--- src/rtl/alu_seq_pkg.sv ---
// Shared definitions for the ALU sequencer: op codes, one-hot controls, FSM states.
package alu_seq_pkg;

   localparam int OP_W   = 4;
   localparam int CTRL_W = 13;
   localparam int CNT_W  = 4;

   localparam logic [OP_W-1:0] OP_AND  = 4'd0;
   localparam logic [OP_W-1:0] OP_OR   = 4'd1;
   localparam logic [OP_W-1:0] OP_ADD  = 4'd2;
   localparam logic [OP_W-1:0] OP_SUB  = 4'd3;
   localparam logic [OP_W-1:0] OP_MUL  = 4'd4;
   localparam logic [OP_W-1:0] OP_DIV  = 4'd5;
   localparam logic [OP_W-1:0] OP_SHR  = 4'd6;
   localparam logic [OP_W-1:0] OP_SHRA = 4'd7;
   localparam logic [OP_W-1:0] OP_SHL  = 4'd8;
   localparam logic [OP_W-1:0] OP_ROR  = 4'd9;
   localparam logic [OP_W-1:0] OP_ROL  = 4'd10;
   localparam logic [OP_W-1:0] OP_NEG  = 4'd11;
   localparam logic [OP_W-1:0] OP_NOT  = 4'd12;
   localparam logic [OP_W-1:0] OP_ILLEGAL_MIN = 4'd13;

   localparam logic [CTRL_W-1:0] CTRL_NONE = 13'h0000;
   localparam logic [CTRL_W-1:0] CTRL_AND  = 13'h0001;
   localparam logic [CTRL_W-1:0] CTRL_OR   = 13'h0002;
   localparam logic [CTRL_W-1:0] CTRL_ADD  = 13'h0004;
   localparam logic [CTRL_W-1:0] CTRL_SUB  = 13'h0008;
   localparam logic [CTRL_W-1:0] CTRL_MUL  = 13'h0010;
   localparam logic [CTRL_W-1:0] CTRL_DIV  = 13'h0020;
   localparam logic [CTRL_W-1:0] CTRL_SHR  = 13'h0040;
   localparam logic [CTRL_W-1:0] CTRL_SHRA = 13'h0080;
   localparam logic [CTRL_W-1:0] CTRL_SHL  = 13'h0100;
   localparam logic [CTRL_W-1:0] CTRL_ROR  = 13'h0200;
   localparam logic [CTRL_W-1:0] CTRL_ROL  = 13'h0400;
   localparam logic [CTRL_W-1:0] CTRL_NEG  = 13'h0800;
   localparam logic [CTRL_W-1:0] CTRL_NOT  = 13'h1000;

   typedef enum logic [1:0] {
      ST_IDLE = 2'd0,
      ST_EXEC = 2'd1,
      ST_DONE = 2'd2
   } seq_state_t;

endpackage

--- src/rtl/alu_op_decode.sv ---
// Combinational op decode: one-hot ALU control, hold count (latency-1), illegal flag.
module alu_op_decode
   import alu_seq_pkg::*;
#(
   parameter int unsigned MUL_CYCLES = 4,
   parameter int unsigned DIV_CYCLES = 8
) (
   input  logic [OP_W-1:0]   op,
   output logic [CTRL_W-1:0] ctrl,
   output logic [CNT_W-1:0]  lat_m1,
   output logic              illegal
);

   always_comb begin
      ctrl    = CTRL_NONE;
      lat_m1  = '0;
      illegal = 1'b0;
      case (op)
         OP_AND:  ctrl = CTRL_AND;
         OP_OR:   ctrl = CTRL_OR;
         OP_ADD:  ctrl = CTRL_ADD;
         OP_SUB:  ctrl = CTRL_SUB;
         OP_MUL: begin
            ctrl   = CTRL_MUL;
            lat_m1 = CNT_W'(MUL_CYCLES - 1);
         end
         OP_DIV: begin
            ctrl   = CTRL_DIV;
            lat_m1 = CNT_W'(DIV_CYCLES - 1);
         end
         OP_SHR:  ctrl = CTRL_SHR;
         OP_SHRA: ctrl = CTRL_SHRA;
         OP_SHL:  ctrl = CTRL_SHL;
         OP_ROR:  ctrl = CTRL_ROR;
         OP_ROL:  ctrl = CTRL_ROL;
         OP_NEG:  ctrl = CTRL_NEG;
         OP_NOT:  ctrl = CTRL_NOT;
         default: illegal = 1'b1;
      endcase
   end

endmodule

--- src/rtl/alu_sequencer.sv ---
// Multi-cycle ALU sequencer: holds one-hot control per op latency, captures Z, pulses done.
// Define ALU_SEQ_DIV0_CHECK_EN to reject DIV by zero as an illegal op.
//
// state   | meaning
// IDLE    | req_ready high, waiting for a request
// EXEC    | alu_control driven, counter runs down to zero
// DONE    | done pulse, Z and err valid
module alu_sequencer
   import alu_seq_pkg::*;
#(
   parameter int unsigned MUL_CYCLES = 4,
   parameter int unsigned DIV_CYCLES = 8
) (
   input  logic              clock,
   input  logic              clear_n,
   input  logic              req_valid,
   output logic              req_ready,
   input  logic [OP_W-1:0]   req_op,
   input  logic [31:0]       req_a,
   input  logic [31:0]       req_b,
   output logic [31:0]       alu_a,
   output logic [31:0]       alu_b,
   output logic [CTRL_W-1:0] alu_control,
   input  logic [63:0]       alu_c,
   output logic [31:0]       z_hi,
   output logic [31:0]       z_lo,
   output logic              done,
   output logic              busy,
   output logic              err
);

   seq_state_t         state;
   logic [CNT_W-1:0]   cnt;
   logic [CTRL_W-1:0]  dec_ctrl;
   logic [CNT_W-1:0]   dec_lat_m1;
   logic               dec_illegal;
   logic               reject;

   alu_op_decode #(
      .MUL_CYCLES (MUL_CYCLES),
      .DIV_CYCLES (DIV_CYCLES)
   ) u_decode (
      .op      (req_op),
      .ctrl    (dec_ctrl),
      .lat_m1  (dec_lat_m1),
      .illegal (dec_illegal)
   );

`ifdef ALU_SEQ_DIV0_CHECK_EN
   assign reject = dec_illegal || ((req_op == OP_DIV) && (req_b == '0));
`else
   assign reject = dec_illegal;
`endif

   always_ff @(posedge clock or negedge clear_n) begin
      if (!clear_n) begin
         state       <= ST_IDLE;
         cnt         <= '0;
         alu_a       <= '0;
         alu_b       <= '0;
         alu_control <= CTRL_NONE;
         z_hi        <= '0;
         z_lo        <= '0;
         done        <= 1'b0;
         busy        <= 1'b0;
         err         <= 1'b0;
         req_ready   <= 1'b1;
      end else begin
         case (state)
            ST_IDLE: begin
               if (req_valid && req_ready) begin
                  alu_a     <= req_a;
                  alu_b     <= req_b;
                  busy      <= 1'b1;
                  req_ready <= 1'b0;
                  // rejected ops skip EXEC so the ALU is never strobed
                  if (reject) begin
                     err   <= 1'b1;
                     done  <= 1'b1;
                     state <= ST_DONE;
                  end else begin
                     err         <= 1'b0;
                     cnt         <= dec_lat_m1;
                     alu_control <= dec_ctrl;
                     state       <= ST_EXEC;
                  end
               end
            end
            ST_EXEC: begin
               if (cnt != '0) begin
                  cnt <= cnt - 1'b1;
               end else begin
                  z_hi        <= alu_c[63:32];
                  z_lo        <= alu_c[31:0];
                  alu_control <= CTRL_NONE;
                  done        <= 1'b1;
                  state       <= ST_DONE;
               end
            end
            ST_DONE: begin
               done      <= 1'b0;
               busy      <= 1'b0;
               req_ready <= 1'b1;
               state     <= ST_IDLE;
            end
            default: begin
               state       <= ST_IDLE;
               alu_control <= CTRL_NONE;
               done        <= 1'b0;
               busy        <= 1'b0;
               req_ready   <= 1'b1;
            end
         endcase
      end
   end

endmodule

--- config.mk ---
export PLATFORM = sky130hd
export DESIGN_NAME = alu_sequencer
export DESIGN_NICKNAME = d
export VERILOG_FILES = /design/src/rtl/alu_seq_pkg.sv /design/src/rtl/alu_op_decode.sv /design/src/rtl/alu_sequencer.sv
export SDC_FILE = /design/constraint.sdc
export NUM_CORES = 1
export LEC_CHECK = 0
export ABC_AREA = 1
export CAP_MARGIN = 5
export CORE_AREA = 2 2 110 112
export CTS_BUF_LIST = sky130_fd_sc_hd__clkbuf_8 sky130_fd_sc_hd__clkbuf_16
export CTS_CLUSTER_SIZE = 24
export DETAILED_ROUTE_END_ITERATION = 10
export DIE_AREA = 0 0 112 114
export DONT_BUFFER_PORTS = 1
export PLACE_DENSITY = 0.67
export REMOVE_ABC_BUFFERS = 1
export SYNTH_ARGS = -nofsm -noshare
export SYNTH_HDL_FRONTEND = slang
export SYNTH_HIERARCHICAL = 1
export SYNTH_SLANG_ARGS = --single-unit
--- constraint.sdc ---
create_clock -name clock -period 2.3 [get_ports clock]
set_input_delay 0.46 -clock clock [delete_from_list [all_inputs] [get_ports clock]]
set_output_delay 0.46 -clock clock [all_outputs]
set_load 0.01 [all_outputs]
==> metrics.yaml <==
sta:
  tightest_slew_ps: 629.9
  rsz0062_at_grt: "no"
  hold_viol: 151
  period_share: 0.7450
  fin_crit_ps: 1713
  fin_ws_ps: 586.5
  fin_hold_ws_ps: -252.3
  skew_ps: 5.183
  setup_violations: 0
  max_freq_ghz: 0.5836
  slew_headroom: 0.5800
  drv_slew: 0
worst_setup_path:
  path_class: "flip-flop to flip-flop"
  crit_path_cell_trace: "nor2_4, nand2_4, inv_2, buf_12, nand2_1, nand2_1"
  required_ps: 2650
  crit_path_start_kind: "flip-flop"
  critPathMaxStageDelay_ps: 480
  path_buf_inv: 2
  crit_family: "simple AND/OR/NAND/NOR gates"
  worst_ep_arrival_time_ps: 2060
  slowest_stage: "dfrtp_1"
  cp_max_fo: 52
  crit_path_end_kind: "flip-flop"
  crit_path_frequent_cell: "nand2_1"
yosys:
  synth-seq-area-share: 0.6167
  synth-seq-cells: 151
  synth_area_per_cell_um2: 8.757
  synthDistinctLibCells: 21
  syn_inst: 700
  synth_top_area_cell: "dfrtp_1"
  yosys-top-cells-area: "dfrtp_1 61%, nand2_1 19%, o21ai_1 6.2%, inv_1 4.8%, buf_4 2.9%"
  yosysWarnings: 6
  synthesis.area_mm2: 0.006130
  synth_top_area_frac: 0.6124
detailed_routing:
  viasPerCell: 5.105
  drc_errors: 0
  ant_nets: 0
  firstDrtPassIters: 4
  wl_per_cell_um: 15.91
  wl_um: 13510
  vias: 4334
  drtIter0Drc: 309
power_and_ir_drop:
  combPwrFrac: 0.211
  p_clk_frac: 0.276
  power_density_mw_per_mm2: 1562
  p_seq_frac: 0.513
  power_mw: 10.55
  p_leak_nw: 3.667
  p_int_mw: 6.562
  p_sw_frac: 0.3783
  ir_worst_vdd_mv: 0.7542
  power_switching_mw: 3.992
clock_tree:
  clock-sinks: 151
  cts_setup_buffers: 0
  cts_root_buf: "clkbuf_16"
  cts_max_level: 4
  cts_tree: "done"
  clock_latency_ps: 410
  cts.path.max_buffers: 2
  path_clk_slew_ps: 60
  cts_buffers: 17
  cts_resized: 0
placed_design:
  gp_congestion: 0.8040
  dp_hpwl_um: 9472
  dp_slack_ps: 588.4
  port_buffers: 0
  dp.cells: 817
global_routing:
  grt_pass1_vias: 4255
  grt_util_all_layers: 0.2117
  busiest_layer: "met2"
  grt-ovfl-total: 0
  met2_usage: 0.3539
  grt_max_degree: 152
  antenna_found_initial: 0
  grt_util_met1: 0.2429
  grt_pass1_wl_um: 21160
  grtUsageMet3: 0.09245
outcome:
  failed_checks: "negative hold slack"
  outcome: "complete, but fails checks"
cells_and_area:
  mostFrequentLayoutCells: "314 x nand2_1, 150 x dfrtp_1, 79 x inv_1"
  final_cells: 849
  layout-drive-gt1-share: 0.06695
  syn_to_final_growth_pct: 10.27
  fill_cells: 1070
  final_common_cell: "nand2_1"
  n_antenna_cell: 0
  num-nets-final: 825
floorplan:
  initial_core_util: 0.5234
  placeableCoreArea_mm2: 0.01171
  io_pins: 280
  dieArea_mm2: 0.01277
  die_y_um: 114
  rows: 40
  die_x_um: 112
hold_path:
  min_path_type: "input port to asynchronous set/reset pin"
job:
  max_cap_violations: 0
[kinds of logic (layout without fill, tap and decap cells)]
kind of cell	after synthesis	in the layout	share of synthesized area
buffers and inverters	114	116	0.08961
other	1	1	0.0006118
AND/OR/NAND/NOR	347	347	0.2178
flip-flops	151	151	0.6167
AO/OA/AOI/OAI	86	86	0.07328
adder cells (fa/ha/maj)	1	1	0.002041
[through the flow]
step / setup TNS, ps / util / hold slack, ps / instance area, µm²
final: 0 / 0.5771 / -252.3 / 6759
after floorplan: -83120 / - / 164.4 / 5884
after global placement: 0 / 0.5233 / 167.1 / 6128
after detailed placement: 0 / 0.5233 / 167.3 / 6128
after CTS: 0 / 0.5771 / -276.0 / 6759
after global routing: 0 / 0.5771 / -272.5 / 6759
[synth_stat cells]
library cell	number
nand2_1	314
dfrtp_1	150
inv_1	78
o21ai_1	76
buf_4	24
nor2_1	24
o21ai_0	6
buf_6	4
clkbuf_1	4
nand3_1	4
inv_2	3
nand2_2	2
nor2_4	2
o21ai_2	2
a21oi_1	1
buf_2	1
conb_1	1
dfstp_2	1
ha_1	1
nand2_4	1
o21ai_4	1
[sequential cells by signal (all words and copies together) (netlist names)]
name	flops
busy	1
err	1
z_lo	32
alu_a	32
alu_b	32
alu_control	13
cnt	4
req_ready	1
state	2
done	1
z_hi	32
[routing by layer]
layer  vias to the layer above  wire length [µm]
met4                         0               224
met2                       196              6668
met1                      2031              5194
met3                        17              1422
met5                         -                 0
li1                       2090                 -
[cell type report]
cell class                      instances  area, µm²  area share
Sequential cell                       151       3780      0.5592
Inverter                               81      304.0     0.04498
Clock inverter                         13      177.7     0.02629
Clock buffer                           19      452.9     0.06701
Multi-Input combinational cell        435       1813      0.2682
Tap cell                              147      183.9     0.02721
Timing Repair Buffer                    3      47.55    0.007034
[path summary, 6_finish.rpt]
path | from | to | slack, ps | cells after the start
max in group asynchronous | clear_n | cnt[0] | 2290 | 0
worst min register to register | cnt[3] | cnt[3] | 530 | 2
min in group clock | req_a[0] | alu_a[0] | 160 | 2
worst min-delay path | clear_n | alu_a[10] | -250 | 0
worst max-delay path | state[1] | alu_a[12] | 590 | 6
worst max register to register | state[1] | alu_a[12] | 590 | 6
[power groups by stage]
stage | clock network [mW] | logic, mW | registers [mW]
3_3_place_gp | 0 | 2.10 | 5.44
2_1_floorplan | 0 | 1.82 | 5.09
4_1_cts | 2.97 | 2.27 | 5.43
5_1_grt | 3.08 | 2.65 | 5.54
3_5_place_dp | 0 | 2.28 | 5.44
6_report | 2.91 | 2.23 | 5.41
No activity file was read; power rests on OpenSTA's default activity.
